`src/rtl/send_unit.sv`:
```
// Serial pixel sender: reads NUM_PIXELS bytes from a synchronous pixel RAM and
// shifts each out on tx as start/8 data/stop, pulsing done_send after the last byte.
module send_unit #(
  parameter int NUM_PIXELS   = 64,
  parameter int ADDR_W       = 6,
  parameter int CLKS_PER_BIT = 4
) (
  input  logic              clk,
  input  logic              reset,
  input  logic              state_send,
  output logic [ADDR_W-1:0] mem_addr,
  input  logic [7:0]        mem_rdata,
  output logic              tx,
  output logic              busy,
  output logic              done_send
);

  localparam int CNT_W = (CLKS_PER_BIT > 1) ? $clog2(CLKS_PER_BIT) : 1;
  localparam logic [CNT_W-1:0]  LAST_CNT  = CNT_W'(CLKS_PER_BIT - 1);
  localparam logic [ADDR_W-1:0] LAST_ADDR = ADDR_W'(NUM_PIXELS - 1);
  localparam logic [3:0]        LAST_BIT  = 4'd9;

  typedef enum logic [2:0] {
    IDLE  = 3'd0,
    FETCH = 3'd1,
    SHIFT = 3'd2,
    DONE  = 3'd3,
    HOLD  = 3'd4
  } state_t;

  state_t            r_state, w_state_nxt;
  logic [ADDR_W-1:0] r_addr, w_addr_nxt;
  logic [9:0]        r_shift, w_shift_nxt;
  logic [CNT_W-1:0]  r_cnt, w_cnt_nxt;
  logic [3:0]        r_bit, w_bit_nxt;
  logic              r_tx, w_tx_nxt;
  logic              r_busy, w_busy_nxt;
  logic              r_done, w_done_nxt;

  // State and registered outputs.
  always_ff @(posedge clk or posedge reset) begin
    if (reset) begin
      r_state <= IDLE;
      r_addr  <= '0;
      r_shift <= '0;
      r_cnt   <= '0;
      r_bit   <= 4'd0;
      r_tx    <= 1'b1;
      r_busy  <= 1'b0;
      r_done  <= 1'b0;
    end else begin
      r_state <= w_state_nxt;
      r_addr  <= w_addr_nxt;
      r_shift <= w_shift_nxt;
      r_cnt   <= w_cnt_nxt;
      r_bit   <= w_bit_nxt;
      r_tx    <= w_tx_nxt;
      r_busy  <= w_busy_nxt;
      r_done  <= w_done_nxt;
    end
  end

  // Next-state logic; r_shift[0] is always the bit currently on the line.
  always_comb begin
    w_state_nxt = r_state;
    w_addr_nxt  = r_addr;
    w_shift_nxt = r_shift;
    w_cnt_nxt   = r_cnt;
    w_bit_nxt   = r_bit;
    w_tx_nxt    = 1'b1;
    case (r_state)
      IDLE: begin
        w_addr_nxt = '0;
        if (state_send) begin
          w_state_nxt = FETCH;
        end else begin
          w_state_nxt = IDLE;
        end
      end
      FETCH: begin
        if (!state_send) begin
          w_state_nxt = IDLE;
          w_addr_nxt  = '0;
        end else begin
          w_state_nxt = SHIFT;
          w_shift_nxt = {1'b1, mem_rdata, 1'b0};
          w_cnt_nxt   = '0;
          w_bit_nxt   = 4'd0;
          w_tx_nxt    = 1'b0;
        end
      end
      SHIFT: begin
        // A drop of state_send wins even on the final stop-bit cycle.
        if (!state_send) begin
          w_state_nxt = IDLE;
          w_addr_nxt  = '0;
          w_shift_nxt = '0;
          w_cnt_nxt   = '0;
          w_bit_nxt   = 4'd0;
        end else if (r_cnt != LAST_CNT) begin
          w_cnt_nxt = r_cnt + 1'b1;
          w_tx_nxt  = r_shift[0];
        end else if (r_bit != LAST_BIT) begin
          w_cnt_nxt   = '0;
          w_bit_nxt   = r_bit + 4'd1;
          w_shift_nxt = {1'b1, r_shift[9:1]};
          w_tx_nxt    = r_shift[1];
        end else if (r_addr == LAST_ADDR) begin
          w_state_nxt = DONE;
        end else begin
          w_addr_nxt  = r_addr + 1'b1;
          w_state_nxt = FETCH;
        end
      end
      DONE: begin
        w_state_nxt = HOLD;
      end
      HOLD: begin
        if (!state_send) begin
          w_state_nxt = IDLE;
          w_addr_nxt  = '0;
        end else begin
          w_state_nxt = HOLD;
        end
      end
      default: begin
        w_state_nxt = IDLE;
        w_addr_nxt  = '0;
      end
    endcase
    w_busy_nxt = (w_state_nxt == FETCH) || (w_state_nxt == SHIFT);
    w_done_nxt = (w_state_nxt == DONE);
  end

  assign mem_addr  = r_addr;
  assign tx        = r_tx;
  assign busy      = r_busy;
  assign done_send = r_done;

endmodule

```
`config.mk`:
```
export PLATFORM = sky130hd
export DESIGN_NAME = send_unit
export DESIGN_NICKNAME = d
export VERILOG_FILES = /design/src/rtl/send_unit.sv
export SDC_FILE = /design/constraint.sdc
export NUM_CORES = 1
export LEC_CHECK = 0
export CAP_MARGIN = 20
export CORE_UTILIZATION = 25
export CTS_BUF_LIST = sky130_fd_sc_hd__clkbuf_4 sky130_fd_sc_hd__clkbuf_8 sky130_fd_sc_hd__clkbuf_16
export CTS_CLUSTER_DIAMETER = 150
export DETAILED_ROUTE_END_ITERATION = 7
export PLACE_DENSITY = 0.38
export RECOVER_POWER = 100
export SLEW_MARGIN = 20
export SYNTH_ARGS = -nofsm -noshare
export SYNTH_HDL_FRONTEND = slang
export SYNTH_SLANG_ARGS = --single-unit
```
`constraint.sdc`:
```
create_clock -name clk -period 3.2 [get_ports clk]
set_input_delay 0.8 -clock clk [delete_from_list [all_inputs] [get_ports clk]]
set_output_delay 0.8 -clock clk [all_outputs]
set_load 0.02 [all_outputs]
```
==> metrics <==
diode count 0; WL final between 3 and 4 mm; maximum number of pins on one net before global-route repair 29; num ports 20; FILL cells between 600 and 700; status finished, violations left; CTS sink cnt 28; hold buffer count at CTS 0; crit-path cells dlygate4sd3_1 -> and4bb_1 -> and3_1 -> a32o_1 -> a21o_1; initial antenna violation count 0; layout net count 179; LEAKAGE 0.000828 uW; first drt pass iteration count 4; CP Launch Type input port; vias 1213; Starting DRT DRC Count 100; failing checks max-capacitance violations, max-slew violations; fmax 410 MHz; Worst-Skew Late Latency ~0.28 ns; commonest non-fill, non-tap cell in the layout dfrtp_1; Root Buffer Master clkbuf_8; Final Critical Period 2.44 ns; ANT nets after route 0; max-capacitance violation count 1; setup TNS 0 ns; unrepaired setup endpoints after global routing false; detailed placement HPWL about 2.4 mm; Gate Count Post-Synth between 100 and 150; Yosys cell types 51; synthesized flop and latch total 28; Total Routing Usage GR 0.122; power per cell area between 500 and 600 nW/um^2; vias in the first global route between 1000 and 1500; worst path bufs/invs 1; Chip Height ~80 um; Std-Cell Rows 28; first-pass GRT wire length 6.09 mm; HP Class flop to flop; grt total ovfl 0; CP endpoint kind flop; core area between 5000 and 6000 sq um; TritonCTS clock tree yes; die width between 80 and 90 um; die footprint around 6600 sq um; VDD IR max 0.237 mV; clock transition time at the flip-flop clock pins of the worst setup and hold paths 0.11 ns; Initial Util 0.262; post-CTS resize count 0; Syn Area/Cell between 10 and 15 sq um; final setup fails 0; sequential share of the synthesized area 0.450; layout cells sized above 1 0.0798; H-Tree Level Count 1; prevailing post-synth register cell dfrtp_1; port bufs 19; delay-heaviest family, CP simple AND/OR/NAND/NOR gates; Worst Max-Slew Pin Slew about 1.6 ns; DRC 0; final count of hold timing violations 0; CP Class input port to flop; skew final 0.00763 ns; Max stage delay on crit path roughly 0.78 ns; net count after synthesis 164; Routability Congestion 0.736; area delta synth->final 18.0%; Yosys warnings 0; worst slack at placement roughly 0.58 ns; Num CTS Buffers 3; WL/cell ~15 um; Max Buffers Root-to-Sink 2; Slew Limit Fails 29; Worst EP required 3.43 ns; Cell Area, Synth around 1600 sq um; post-CTS setup buffer count 0; period utilization 0.763; slew margin rel. -0.0498; worst reg2reg setup slack between 1 and 1.5 ns; vias per cell slightly above 5; Post-synth EDFFs 0; slowest CP cell dlygate4sd3_1; final worst slack around 0.76 ns; commonest non-fill, non-tap cells in the layout dfrtp_1 (27), dlygate4sd3_1 (11), and3_1 (9), a21oi_1 (9); async set-reset flop share out of synthesis 1.00; Crit Path Max Fanout 12; CP arrival approximately 2.7 ns
[synthesized netlist by cell type (all sizes together) (3+ instances only)]
master / n / area [sq um]
a211o: 3 / 26.3
nand2: 8 / 30.0
ha: 4 / 50.1
o21ai: 8 / 40.0
buf: 8 / 56.3
a21oi: 9 / 45.0
clkbuf: 3 / 11.3
a21o: 4 / 30.0
nand3: 6 / 30.0
and3: 9 / 56.3
nor2: 7 / 28.8
inv: 5 / 18.8
dfrtp: 27 / 676
a221o: 7 / 70.1
[worst register-to-register path: stages, from the launching register on]
cell and delay [ns]:
dfrtp_1 0.66, and2b_1 0.44, nand2_1 0.10, o311a_1 0.29, a221o_1 0.42
[stage by stage]
step | util | power, uW | hold slack (ns) | cell area (sq um) | cells
3_3_place_gp | 0.301 | 757 | 0.468 | 1790 | 234
2_1_floorplan | - | 692 | 0.451 | 1560 | 149
5_1_grt | 0.309 | 1090 | 0.526 | 1840 | 238
3_5_place_dp | 0.301 | 758 | 0.475 | 1790 | 234
6_report | 0.309 | 1030 | 0.500 | 1840 | 238
4_1_cts | 0.313 | 1050 | 0.500 | 1860 | 238
[layout make-up]
cell class | instances | area, sq um | area share
clock buffer | 3 | 41.3 | 0.0224
clock inverter | 1 | 30.0 | 0.0163
inverter | 5 | 18.8 | 0.0102
multi-input combinational | 105 | 756 | 0.411
sequential | 28 | 702 | 0.382
tap | 75 | 93.8 | 0.0510
timing repair buffer | 21 | 198 | 0.107
[worst paths after layout]
kind                            startpoint         end  cells past startpoint
worst max-delay path            state_send  r_shift[7]                      5
worst min-delay path            r_shift[7]  r_shift[7]                      1
worst max register to register  r_state[0]  r_shift[2]                      4
worst min register to register  r_shift[7]  r_shift[7]                      1
max in group asynchronous            reset  r_shift[1]                      3
min in group asynchronous            reset   done_send                      3
[cell families (layout without fill, tap and decap cells)]
logic type	after synthesis	in the layout	synth area share
AND/OR/NAND/NOR	50	50	0.205
AO/OA/AOI/OAI	49	49	0.242
flip-flops	28	28	0.450
buffers and inverters	16	30	0.0554
adder cells (fa/ha/maj)	4	4	0.0321
multiplexers	2	2	0.0144
[layer usage]
metal	wire length, um	GRT usage	up-vias	share of wire
li1	-	-	589	-
met1	1900	0.183	602	0.53
met2	1540	0.174	20	0.43
met3	116	0.0281	2	0.032
met4	23	0.0286	0	0.0064
met5	0	0	-	0
[sequential cells by signal (all words and copies together), names as in the netlist]
| signal | flops |
|---|---|
| mem_addr | 6 |
| r_cnt | 2 |
| r_shift | 10 |
| r_state | 3 |
| r_bit | 4 |
| tx | 1 |
| done_send | 1 |
| busy | 1 |
[where the power goes]
group          internal (uW)  switching (uW)  total (uW)
sequential               428            78.7         507
clock                    168             119         286
combinational            123             113         236
total                    719             310        1030
Power figures use the tool's default switching activity.
